**config.mk**
```make
export PLATFORM = sky130hd
export DESIGN_NAME = rename_map_table_flat
export DESIGN_NICKNAME = d
export VERILOG_FILES = /design/src/rtl/rename_map_table_if.sv /design/src/rtl/rename_map_table.sv /design/src/flat_wrapper.sv
export SDC_FILE = /design/constraint.sdc
export NUM_CORES = 2
export LEC_CHECK = 0
export BUFFER_PORTS_ARGS = -buffer_cell sky130_fd_sc_hd__buf_4
export CORE_ASPECT_RATIO = 1.1
export CORE_MARGIN = 1
export CORE_UTILIZATION = 35
export DETAILED_ROUTE_END_ITERATION = 12
export PLACE_DENSITY = 0.52
export SLEW_MARGIN = 40
export SYNTH_ARGS = -nofsm -noshare
export SYNTH_HDL_FRONTEND = slang
export SYNTH_SLANG_ARGS = --single-unit
```
**constraint.sdc**
```tcl
create_clock -name clock -period 6.3 [get_ports clock]
set_clock_uncertainty 0.15 [all_clocks]
set_input_delay 0.945 -clock clock [delete_from_list [all_inputs] [get_ports clock]]
set_output_delay 0.945 -clock clock [all_outputs]
set_load 0.03 [all_outputs]
```
**src/rtl/rename_map_table_if.sv**
```systemverilog
// Dispatch/retire-side bundle of the register alias table.
// The master modport belongs to dispatch/ROB/freelist glue, and the slave modport belongs to the table.
interface rename_map_table_if #(
    parameter int AREG_IDX_WIDTH = 5,
    parameter int PREG_IDX_WIDTH = 6
);
    // Control
    logic                      rollback_en;
    logic                      dp_stall;

    // Dispatch slot 0 / slot 1
    logic                      dp_valid0, dp_valid1;
    logic                      rd_wr0,    rd_wr1;
    logic [AREG_IDX_WIDTH-1:0] ars1_0, ars1_1;
    logic [AREG_IDX_WIDTH-1:0] ars2_0, ars2_1;
    logic [AREG_IDX_WIDTH-1:0] ard0,   ard1;
    logic [PREG_IDX_WIDTH-1:0] fl_preg0, fl_preg1;

    // Freelist pops and renamed operands
    logic                      fl_rd_en0, fl_rd_en1;
    logic [PREG_IDX_WIDTH-1:0] prs1_0, prs1_1;
    logic [PREG_IDX_WIDTH-1:0] prs2_0, prs2_1;
    logic [PREG_IDX_WIDTH-1:0] prd0,   prd1;
    logic [PREG_IDX_WIDTH-1:0] told0,  told1;

    // Retire slot 0 (older) / slot 1
    logic                      rt_en0,  rt_en1;
    logic [AREG_IDX_WIDTH-1:0] rt_ard0, rt_ard1;
    logic [PREG_IDX_WIDTH-1:0] rt_prd0, rt_prd1;

    modport master (
        output rollback_en, dp_stall,
        output dp_valid0, dp_valid1, rd_wr0, rd_wr1,
        output ars1_0, ars1_1, ars2_0, ars2_1, ard0, ard1,
        output fl_preg0, fl_preg1,
        output rt_en0, rt_en1, rt_ard0, rt_ard1, rt_prd0, rt_prd1,
        input  fl_rd_en0, fl_rd_en1,
        input  prs1_0, prs1_1, prs2_0, prs2_1, prd0, prd1, told0, told1
    );

    modport slave (
        input  rollback_en, dp_stall,
        input  dp_valid0, dp_valid1, rd_wr0, rd_wr1,
        input  ars1_0, ars1_1, ars2_0, ars2_1, ard0, ard1,
        input  fl_preg0, fl_preg1,
        input  rt_en0, rt_en1, rt_ard0, rt_ard1, rt_prd0, rt_prd1,
        output fl_rd_en0, fl_rd_en1,
        output prs1_0, prs1_1, prs2_0, prs2_1, prd0, prd1, told0, told1
    );
endinterface

```
**src/rtl/rename_map_table.sv**
```systemverilog
// Two-way register alias table.
// The speculative map (SMT) is written at dispatch, and the architectural map (AMT) is written at retire.
// Lookups are combinational. Slot 1 sees slot 0's new mapping through an intra-group bypass.
// A rollback reloads SMT from AMT, including the retire writes of the same cycle.
module rename_map_table #(
    parameter int AREG_NUM       = 32,
    parameter int AREG_IDX_WIDTH = 5,
    parameter int PREG_IDX_WIDTH = 6,
    parameter int ZERO_PREG      = 0
) (
    input  logic               clock,
    input  logic               reset,
    rename_map_table_if.slave  rmt
);
    localparam logic [PREG_IDX_WIDTH-1:0] ZERO = PREG_IDX_WIDTH'(ZERO_PREG);

    typedef logic [PREG_IDX_WIDTH-1:0] preg_t;
    typedef logic [AREG_IDX_WIDTH-1:0] areg_t;

    preg_t r_smt [AREG_NUM];
    preg_t r_amt [AREG_NUM];
    preg_t w_amt_next [AREG_NUM];

    logic  w_alloc0, w_alloc1;
    preg_t w_prd0, w_prd1;

    // Slot 0 lookup: x0 is hard-wired to the zero preg and never comes from the table.
    function automatic preg_t smt_rd(input areg_t ar);
        return (ar == '0) ? ZERO : r_smt[ar];
    endfunction

    // Slot 1 lookup: a slot 0 rename in the same group shadows the table entry.
    function automatic preg_t smt_rd_byp(input areg_t ar);
        if (ar == '0)
            return ZERO;
        if (w_alloc0 && (ar == rmt.ard0))
            return w_prd0;
        return r_smt[ar];
    endfunction

    // A slot allocates only for a real destination. x0 never consumes a freelist entry.
    // The freelist pop is not gated by dp_stall, because the freelist applies the stall itself.
    assign w_alloc0 = rmt.dp_valid0 & rmt.rd_wr0 & (rmt.ard0 != '0);
    assign w_alloc1 = rmt.dp_valid1 & rmt.rd_wr1 & (rmt.ard1 != '0);
    assign w_prd0   = w_alloc0 ? rmt.fl_preg0 : ZERO;
    assign w_prd1   = w_alloc1 ? rmt.fl_preg1 : ZERO;

    assign rmt.fl_rd_en0 = w_alloc0;
    assign rmt.fl_rd_en1 = w_alloc1;
    assign rmt.prd0      = w_prd0;
    assign rmt.prd1      = w_prd1;

    assign rmt.prs1_0 = smt_rd(rmt.ars1_0);
    assign rmt.prs2_0 = smt_rd(rmt.ars2_0);
    assign rmt.prs1_1 = smt_rd_byp(rmt.ars1_1);
    assign rmt.prs2_1 = smt_rd_byp(rmt.ars2_1);

    assign rmt.told0 = w_alloc0 ? r_smt[rmt.ard0] : ZERO;
    assign rmt.told1 = w_alloc1 ? smt_rd_byp(rmt.ard1) : ZERO;

    // Next AMT after this cycle's retires. Slot 1 is younger, so its write lands last.
    // A rollback in this cycle also loads SMT from this value.
    always_comb begin
        // NOTE: the whole array is defaulted first so no entry is left unassigned (no latch).
        w_amt_next = r_amt;
        if (rmt.rt_en0 && (rmt.rt_ard0 != '0))
            w_amt_next[rmt.rt_ard0] = rmt.rt_prd0;
        if (rmt.rt_en1 && (rmt.rt_ard1 != '0))
            w_amt_next[rmt.rt_ard1] = rmt.rt_prd1;
    end

    // Table state: reset, then retire, rollback, and dispatch updates.
    always_ff @(posedge clock) begin
        if (reset) begin
            // NOTE: the tables must come out of reset as an identity map that matches the freelist.
            // That is why this memory is reset, and a plain RAM would not do.
            for (int i = 0; i < AREG_NUM; i++) begin
                r_smt[i] <= PREG_IDX_WIDTH'(i);
                r_amt[i] <= PREG_IDX_WIDTH'(i);
            end
        end else begin
            // NOTE: non-blocking writes let the second slot 1 write override slot 0 on the same areg.
            r_amt <= w_amt_next;
            if (rmt.rollback_en) begin
                r_smt <= w_amt_next;
            end else if (!rmt.dp_stall) begin
                if (w_alloc0)
                    r_smt[rmt.ard0] <= w_prd0;
                if (w_alloc1)
                    r_smt[rmt.ard1] <= w_prd1;
            end
        end
    end
endmodule

```
**src/flat_wrapper.sv**
```systemverilog
// flat-port wrapper written by rule: the top's interface ports become plain ports
module rename_map_table_flat 
#(
    parameter int AREG_NUM       = 32,
    parameter int AREG_IDX_WIDTH = 5,
    parameter int PREG_IDX_WIDTH = 6,
    parameter int ZERO_PREG      = 0
)
  (clock, reset, rmt_rollback_en, rmt_dp_stall, rmt_dp_valid0, rmt_dp_valid1, rmt_rd_wr0, rmt_rd_wr1, rmt_ars1_0, rmt_ars1_1, rmt_ars2_0, rmt_ars2_1, rmt_ard0, rmt_ard1, rmt_fl_preg0, rmt_fl_preg1, rmt_rt_en0, rmt_rt_en1, rmt_rt_ard0, rmt_rt_ard1, rmt_rt_prd0, rmt_rt_prd1, rmt_fl_rd_en0, rmt_fl_rd_en1, rmt_prs1_0, rmt_prs1_1, rmt_prs2_0, rmt_prs2_1, rmt_prd0, rmt_prd1, rmt_told0, rmt_told1);
  rename_map_table_if #(.AREG_IDX_WIDTH(AREG_IDX_WIDTH), .PREG_IDX_WIDTH(PREG_IDX_WIDTH)) rmt_i ();
  input  logic clock;
  input  logic reset;
  input wire logic [$bits(rmt_i.rollback_en)-1:0] rmt_rollback_en;
  input wire logic [$bits(rmt_i.dp_stall)-1:0] rmt_dp_stall;
  input wire logic [$bits(rmt_i.dp_valid0)-1:0] rmt_dp_valid0;
  input wire logic [$bits(rmt_i.dp_valid1)-1:0] rmt_dp_valid1;
  input wire logic [$bits(rmt_i.rd_wr0)-1:0] rmt_rd_wr0;
  input wire logic [$bits(rmt_i.rd_wr1)-1:0] rmt_rd_wr1;
  input wire logic [$bits(rmt_i.ars1_0)-1:0] rmt_ars1_0;
  input wire logic [$bits(rmt_i.ars1_1)-1:0] rmt_ars1_1;
  input wire logic [$bits(rmt_i.ars2_0)-1:0] rmt_ars2_0;
  input wire logic [$bits(rmt_i.ars2_1)-1:0] rmt_ars2_1;
  input wire logic [$bits(rmt_i.ard0)-1:0] rmt_ard0;
  input wire logic [$bits(rmt_i.ard1)-1:0] rmt_ard1;
  input wire logic [$bits(rmt_i.fl_preg0)-1:0] rmt_fl_preg0;
  input wire logic [$bits(rmt_i.fl_preg1)-1:0] rmt_fl_preg1;
  input wire logic [$bits(rmt_i.rt_en0)-1:0] rmt_rt_en0;
  input wire logic [$bits(rmt_i.rt_en1)-1:0] rmt_rt_en1;
  input wire logic [$bits(rmt_i.rt_ard0)-1:0] rmt_rt_ard0;
  input wire logic [$bits(rmt_i.rt_ard1)-1:0] rmt_rt_ard1;
  input wire logic [$bits(rmt_i.rt_prd0)-1:0] rmt_rt_prd0;
  input wire logic [$bits(rmt_i.rt_prd1)-1:0] rmt_rt_prd1;
  output wire logic [$bits(rmt_i.fl_rd_en0)-1:0] rmt_fl_rd_en0;
  output wire logic [$bits(rmt_i.fl_rd_en1)-1:0] rmt_fl_rd_en1;
  output wire logic [$bits(rmt_i.prs1_0)-1:0] rmt_prs1_0;
  output wire logic [$bits(rmt_i.prs1_1)-1:0] rmt_prs1_1;
  output wire logic [$bits(rmt_i.prs2_0)-1:0] rmt_prs2_0;
  output wire logic [$bits(rmt_i.prs2_1)-1:0] rmt_prs2_1;
  output wire logic [$bits(rmt_i.prd0)-1:0] rmt_prd0;
  output wire logic [$bits(rmt_i.prd1)-1:0] rmt_prd1;
  output wire logic [$bits(rmt_i.told0)-1:0] rmt_told0;
  output wire logic [$bits(rmt_i.told1)-1:0] rmt_told1;
  assign rmt_i.rollback_en = rmt_rollback_en;
  assign rmt_i.dp_stall = rmt_dp_stall;
  assign rmt_i.dp_valid0 = rmt_dp_valid0;
  assign rmt_i.dp_valid1 = rmt_dp_valid1;
  assign rmt_i.rd_wr0 = rmt_rd_wr0;
  assign rmt_i.rd_wr1 = rmt_rd_wr1;
  assign rmt_i.ars1_0 = rmt_ars1_0;
  assign rmt_i.ars1_1 = rmt_ars1_1;
  assign rmt_i.ars2_0 = rmt_ars2_0;
  assign rmt_i.ars2_1 = rmt_ars2_1;
  assign rmt_i.ard0 = rmt_ard0;
  assign rmt_i.ard1 = rmt_ard1;
  assign rmt_i.fl_preg0 = rmt_fl_preg0;
  assign rmt_i.fl_preg1 = rmt_fl_preg1;
  assign rmt_i.rt_en0 = rmt_rt_en0;
  assign rmt_i.rt_en1 = rmt_rt_en1;
  assign rmt_i.rt_ard0 = rmt_rt_ard0;
  assign rmt_i.rt_ard1 = rmt_rt_ard1;
  assign rmt_i.rt_prd0 = rmt_rt_prd0;
  assign rmt_i.rt_prd1 = rmt_rt_prd1;
  assign rmt_fl_rd_en0 = rmt_i.fl_rd_en0;
  assign rmt_fl_rd_en1 = rmt_i.fl_rd_en1;
  assign rmt_prs1_0 = rmt_i.prs1_0;
  assign rmt_prs1_1 = rmt_i.prs1_1;
  assign rmt_prs2_0 = rmt_i.prs2_0;
  assign rmt_prs2_1 = rmt_i.prs2_1;
  assign rmt_prd0 = rmt_i.prd0;
  assign rmt_prd1 = rmt_i.prd1;
  assign rmt_told0 = rmt_i.told0;
  assign rmt_told1 = rmt_i.told1;
  rename_map_table #(.AREG_NUM(AREG_NUM), .AREG_IDX_WIDTH(AREG_IDX_WIDTH), .PREG_IDX_WIDTH(PREG_IDX_WIDTH), .ZERO_PREG(ZERO_PREG)) u_core (.clock(clock), .reset(reset), .rmt(rmt_i));
endmodule
```
Yosys cells after proc, flatten, opt, wreduce, memory -nomap -nowiden
Index checks and enable logic that the tools add are counted.

Output and inout port bits: 50. Bits in registers: 384.

Magnitude comparators: 12. Mux-type cells: 66. Equality and inequality tests: 4. Bitwise gates (word level): 12. Reduce and logical (&&, ||, !) cells: 18.

Operator list (count): $mux W192 (9); $bwmux W192 (4); $mux W6 (34); $bmux W6 S5 (6); $demux W6 S5 (4); $ge A6 B6 Y1 const B (8); $not A5 Y6 (8); $logic_not A5 Y1 (5); $lt A6 B1 Y1 const B (4); $reduce_bool A5 Y1 (4); $eq A5 B5 Y1 (3); $logic_and A1 B1 Y1 (9); $mux W1 (9); $and A1 B1 Y1 (4); $ne A2 B2 Y1 const B (1).

Longest topological paths before layout
Depth in word-level cells: 14. Depth in mapped cells: 9.

Worst setup path after synthesis
No wires, ideal clock.

Path type: input -> output. From: input rmt_ard0[0]. To: output rmt_prs1_1[2]. Stages on the path: 8. Setup slack: 2.208 ns. Arrival time: 2.997 ns. Cell sequence: buf_4 buf_6 buf_6 xor2_1 nor4_1 buf_2 nor3_1 a211oi_1.

Longest elaborated chain between the ends: 7.

Ends and longest elaborated chain: start: declaration (RTL line flat_wrapper.sv:23) `input wire logic [$bits(rmt_i.ard0)-1:0] rmt_ard0;`; $reduce_bool A5 Y1 (RTL line rename_map_table.sv:43) `assign w_alloc0 = rmt.dp_valid0 & rmt.rd_wr0 & (rmt.ard0 != '0);`; $and A1 B1 Y1 (RTL line rename_map_table.sv:43); $logic_and A1 B1 Y1 (RTL line rename_map_table.sv:36) `if (w_alloc0 && (ar == rmt.ard0))`; $mux W1 (2 in a row) (RTL line rename_map_table.sv:36); $mux W6 * (RTL line rename_map_table.sv:38) `return r_smt[ar];`; $mux W6 * (RTL line rename_map_table.sv:36); end: declaration (RTL line flat_wrapper.sv:36) `output wire logic [$bits(rmt_i.prs1_1)-1:0] rmt_prs1_1;`.

Mark *: on every way between the ends. The rest lies on a longest branch, timed or not. The select of a mux whose other input is x is not followed.

Worst setup path in the final report
From: input rmt_ars2_0[0]. To: output rmt_prs2_0[2].

Longest elaborated chain between the ends: 5.

Ends and longest elaborated chain: start: declaration (RTL line flat_wrapper.sv:21) `input wire logic [$bits(rmt_i.ars2_0)-1:0] rmt_ars2_0;`; $not A5 Y6 (implied by the code) (RTL line rename_map_table.sv:29) `return (ar == '0) ? ZERO : r_smt[ar];`; $bmux W6 S5 (RTL line rename_map_table.sv:29); $mux W6 (implied by the code) (2 in a row) (RTL line rename_map_table.sv:29); $mux W6 * (RTL line rename_map_table.sv:29); end: declaration (RTL line flat_wrapper.sv:37) `output wire logic [$bits(rmt_i.prs2_0)-1:0] rmt_prs2_0;`.

Marks and branches as above.

==> flow_results.xml <==
<?xml version="1.0" encoding="UTF-8"?>
<metrics>
  <group name="worst_setup_path">
    <metric name="required" unit="ns">5.20</metric>
    <metric name="crit_path_end" unit="">rmt_prs2_0[2]</metric>
    <metric name="critical_path.cell_chain" unit="">buf_4, mux4_2, mux2i_1, nor2b_1, a2111oi_0, nor3_1, buf_4</metric>
    <metric name="rr_endpoint" unit="">u_core.r_smt[29]$_SDFFE_PP0P_</metric>
    <metric name="cp_slowest_cell" unit="">sky130_fd_sc_hd__a2111oi_0</metric>
    <metric name="r2r_slack" unit="ns">4.66</metric>
    <metric name="startpoint_of_the_worst_setup_timing_path" unit="">rmt_ars2_0[0]</metric>
    <metric name="worstPathMaxFanout" unit="">40</metric>
    <metric name="critPathKind" unit="">input port to output pin</metric>
    <metric name="timing.critical_path.from_type" unit="">input port</metric>
    <metric name="reg2regPathDepth" unit="">3</metric>
    <metric name="r2r-start" unit="">u_core.r_smt[29]$_SDFFE_PP0P_</metric>
    <metric name="critical_path.endpoint_type" unit="">output pin</metric>
    <metric name="worst_ep_arrival_time" unit="ns">3.73</metric>
    <metric name="critical-path-max-stage-delay" unit="ns">0.66</metric>
    <metric name="timing.critical_path.mode_cell" unit="">sky130_fd_sc_hd__buf_4</metric>
  </group>
  <group name="cells_and_area">
    <metric name="multi_input_combinational_cell_area" unit="µm²">21500</metric>
    <metric name="final_area" unit="µm²">33800</metric>
    <metric name="synthToLayoutAreaGrowth" unit="%">9.06</metric>
    <metric name="final-seq-area" unit="µm²">7690</metric>
    <metric name="finish.utilization" unit="">0.385</metric>
    <metric name="final_layout_size_suffix_gt1_frac" unit="">0.203</metric>
    <metric name="num-fill-cells" unit="">8892</metric>
    <metric name="final_nets" unit="">3346</metric>
  </group>
  <group name="routing">
    <metric name="topRoutingLayerUsed" unit="">met5</metric>
    <metric name="wl_per_cell" unit="µm">37.1</metric>
    <metric name="drt_pre_antenna_iters" unit="">6</metric>
    <metric name="post_drt_via_cell_ratio" unit="">7.30</metric>
    <metric name="first_iter_violations" unit="">4960</metric>
    <metric name="wl_met3" unit="µm">22900</metric>
    <metric name="via_count" unit="">32600</metric>
    <metric name="antenna_left" unit="">0</metric>
    <metric name="totalWireLength" unit="µm">166000</metric>
    <metric name="met2RoutedLength" unit="µm">68500</metric>
    <metric name="drc" unit="">0</metric>
    <metric name="wl_met1" unit="µm">63400</metric>
  </group>
  <group name="timing">
    <metric name="timing.final.hold_violations" unit="">0</metric>
    <metric name="clock.fmax" unit="GHz">0.207</metric>
    <metric name="unrepaired_setup_endpoints_after_global_routing" unit="">false</metric>
    <metric name="post_route_setup_tns" unit="ns">0</metric>
    <metric name="timing.final.crit_share" unit="">0.765</metric>
    <metric name="period_needed" unit="ns">4.82</metric>
    <metric name="final_max_slew_viol_count" unit="">0</metric>
    <metric name="setup-violations-final" unit="">0</metric>
    <metric name="timing.max_slew.rel_slack" unit="">0.370</metric>
    <metric name="worst-slew-pin-transition" unit="ns">0.946</metric>
  </group>
  <group name="die">
    <metric name="initial_core_util" unit="">0.353</metric>
    <metric name="y_dimension_of_the_die" unit="µm">314</metric>
    <metric name="die-width" unit="µm">286</metric>
    <metric name="i_o_pin_count" unit="">124</metric>
    <metric name="fp.dieArea" unit="µm²">89700</metric>
    <metric name="floorplan.rows" unit="">114</metric>
    <metric name="core" unit="µm²">87700</metric>
  </group>
  <group name="place">
    <metric name="post_dp_area" unit="µm²">32300</metric>
    <metric name="dp_hpwl" unit="µm">112000</metric>
    <metric name="place_congestion" unit="">1.07</metric>
    <metric name="buffer_ports.inserted" unit="">123</metric>
  </group>
  <group name="yosys">
    <metric name="yosys.area.top_type" unit="">sky130_fd_sc_hd__dfxtp_1</metric>
    <metric name="ys_ff_latch" unit="">384</metric>
    <metric name="synthesis.area" unit="µm²">31000</metric>
    <metric name="syn_avg_cell_area" unit="µm²">9.00</metric>
    <metric name="yosys.area_share.simple" unit="">0.155</metric>
    <metric name="synth-seq-area-share" unit="">0.248</metric>
    <metric name="post_synth_fa_ha_maj_area_fraction" unit="">0</metric>
    <metric name="synth_area_in_xor_xnor" unit="">0.00424</metric>
    <metric name="synth.area.top_cells" unit="">sky130_fd_sc_hd__dfxtp_1 (25%), sky130_fd_sc_hd__mux4_2 (20%), sky130_fd_sc_hd__mux2i_1 (6.8%), sky130_fd_sc_hd__a21oi_1 (3.5%), sky130_fd_sc_hd__nor2_1 (3.4%)</metric>
    <metric name="post_synth_inst_count" unit="">3441</metric>
    <metric name="muxShareOfSynthArea" unit="">0.283</metric>
    <metric name="yosys_warnings" unit="">0</metric>
    <metric name="synth_top_area_share" unit="">0.248</metric>
    <metric name="number_of_flops_mapped_to_enable_cells_by_yosys" unit="">0</metric>
    <metric name="synth_nets" unit="">3515</metric>
    <metric name="ys_async_sr_fraction" unit="">0</metric>
    <metric name="synth_top_family_by_area" unit="">multiplexers</metric>
    <metric name="synthDistinctLibCells" unit="">83</metric>
    <metric name="synth_area_in_compound_gates" unit="">0.249</metric>
    <metric name="dominantRegCellSynth" unit="">sky130_fd_sc_hd__dfxtp_1</metric>
    <metric name="yosys-top-cells-count" unit="">sky130_fd_sc_hd__dfxtp_1 (384), sky130_fd_sc_hd__nor2_1 (283), sky130_fd_sc_hd__clkbuf_1 (280), sky130_fd_sc_hd__mux4_2 (269), sky130_fd_sc_hd__a21oi_1 (215)</metric>
    <metric name="synth_most_common_cell" unit="">sky130_fd_sc_hd__dfxtp_1</metric>
  </group>
  <group name="clock_network">
    <metric name="cts-buffers-inserted" unit="">45</metric>
    <metric name="latest_clock_arrival_within_the_worst_skew_pair" unit="ns">0.62</metric>
    <metric name="ctsResizeCount" unit="">0</metric>
    <metric name="cts_setup_buffers" unit="">0</metric>
    <metric name="cts_root_buffer" unit="">sky130_fd_sc_hd__clkbuf_16</metric>
    <metric name="tritoncts" unit="">built</metric>
    <metric name="clk_pin_slew_worst_paths" unit="ns">0.06</metric>
    <metric name="max-clock-path-buffers" unit="">3</metric>
    <metric name="clock_sinks" unit="">384</metric>
    <metric name="cts.htree.levels" unit="">2</metric>
    <metric name="cts_hold_buffers" unit="">0</metric>
  </group>
  <group name="global_routing">
    <metric name="first_global_vias" unit="">29400</metric>
    <metric name="pin_count_of_the_biggest_net_entering_global_routing" unit="">161</metric>
    <metric name="grt_remaining_overflow" unit="">0</metric>
    <metric name="first_pass_grt_wire_length" unit="µm">231000</metric>
    <metric name="grt_usage" unit="">0.357</metric>
    <metric name="initial_antenna_violation_count" unit="">13</metric>
  </group>
  <group name="hold_path">
    <metric name="worstHoldPathCells" unit="">1</metric>
    <metric name="worst_hold_check_path_type" unit="">register to register</metric>
  </group>
  <group name="pwr">
    <metric name="vdd_drop_max" unit="µV">170</metric>
    <metric name="power-per-cell-area" unit="nW/µm²">210</metric>
    <metric name="leakagePower" unit="nW">11.6</metric>
    <metric name="finalPower" unit="mW">7.10</metric>
  </group>
  <group name="run_status">
    <metric name="run_status" unit="">complete, no violations</metric>
  </group>
  <group name="run">
    <metric name="max_cap_violations" unit="">0</metric>
  </group>
</metrics>
## flip-flops by register name, summed over array words and instances (netlist names)
signal        cells
u_core.r_amt    192
u_core.r_smt    192
## kinds of logic after synthesis
kind of cell	Yosys count
xor gates and xnor gates	15
AOI/OAI and AO/OA	1114
DFF	384
muxes	533
and+or+nand+nor	951
buffers and inverters	444
## per-stage QoR
stage	setup slack (ns)	instances	hold slack, ns
floorplan	2.21	3441	0.288
global placement	1.34	4384	0.303
detailed placement	1.59	4385	0.310
CTS	1.58	4466	0.318
global route	1.43	4466	0.338
finish	1.48	4473	0.318
## how the worst min path moves through the flow
| stage | from | to |
|---|---|---|
| 5_1_grt | u_core.r_amt[188]$_SDFF_PP0_ | u_core.r_amt[188]$_SDFF_PP0_ |
| 4_1_cts | u_core.r_amt[186]$_SDFF_PP0_ | u_core.r_amt[186]$_SDFF_PP0_ |
| 2_1_floorplan | u_core.r_amt[186]$_SDFF_PP0_ | u_core.r_amt[186]$_SDFF_PP0_ |
| 3_5_place_dp | u_core.r_amt[186]$_SDFF_PP0_ | u_core.r_amt[186]$_SDFF_PP0_ |
| 3_3_place_gp | u_core.r_amt[190]$_SDFF_PP0_ | u_core.r_amt[190]$_SDFF_PP0_ |
| 6_report | u_core.r_amt[187]$_SDFF_PP0_ | u_core.r_amt[187]$_SDFF_PP0_ |
## cells in the final DEF (no fill, tap or decap), types with 63 or more instances in the layout
| cell type | instances |
|---|---|
| sky130_fd_sc_hd__o211ai_1 | 71 |
| sky130_fd_sc_hd__o22ai_1 | 92 |
| sky130_fd_sc_hd__o21ai_0 | 198 |
| sky130_fd_sc_hd__nand3_1 | 98 |
| sky130_fd_sc_hd__a21oi_1 | 215 |
| sky130_fd_sc_hd__nand2b_1 | 89 |
| sky130_fd_sc_hd__mux2i_1 | 209 |
| sky130_fd_sc_hd__nand2_1 | 161 |
| sky130_fd_sc_hd__a211o_1 | 63 |
| sky130_fd_sc_hd__mux4_2 | 269 |
| sky130_fd_sc_hd__buf_4 | 179 |
| sky130_fd_sc_hd__a211oi_1 | 82 |
| sky130_fd_sc_hd__dfxtp_1 | 384 |
| sky130_fd_sc_hd__nor2_1 | 281 |
| sky130_fd_sc_hd__nor3_1 | 98 |
## worst max-delay path: cells and delay by family
kind	cells	cell delay, ns
buf+inv	2	0.87
simple gates	2	0.37
mux	2	0.83
compound gates	1	0.66
## final cells by class
class / instances / share of cell area
multi-input cells: 2613 / 0.637
flip-flops and latches: 384 / 0.228
repair buffers: 189 / 0.0437
well taps: 1160 / 0.0430
clock buffers: 65 / 0.0395
inverters: 39 / 0.00445
clock inverters: 16 / 0.00437
diodes: 7 / 0.000519
## where the power goes
part           total (mW)  switching, mW  internal (mW)
logic                1.64           1.05          0.588
registers            2.71          0.206           2.51
clock network        2.74           1.19           1.55
## per-layer routing
| layer | GRT usage | up-vias |
|---|---|---|
| met5 | 0.00213 | - |
| met4 | 0.202 | 10 |
| met3 | 0.111 | 600 |
| met2 | 0.514 | 2645 |
| met1 | 0.471 | 16300 |
| li1 | - | 13100 |
Power figures use the tool's default switching activity.
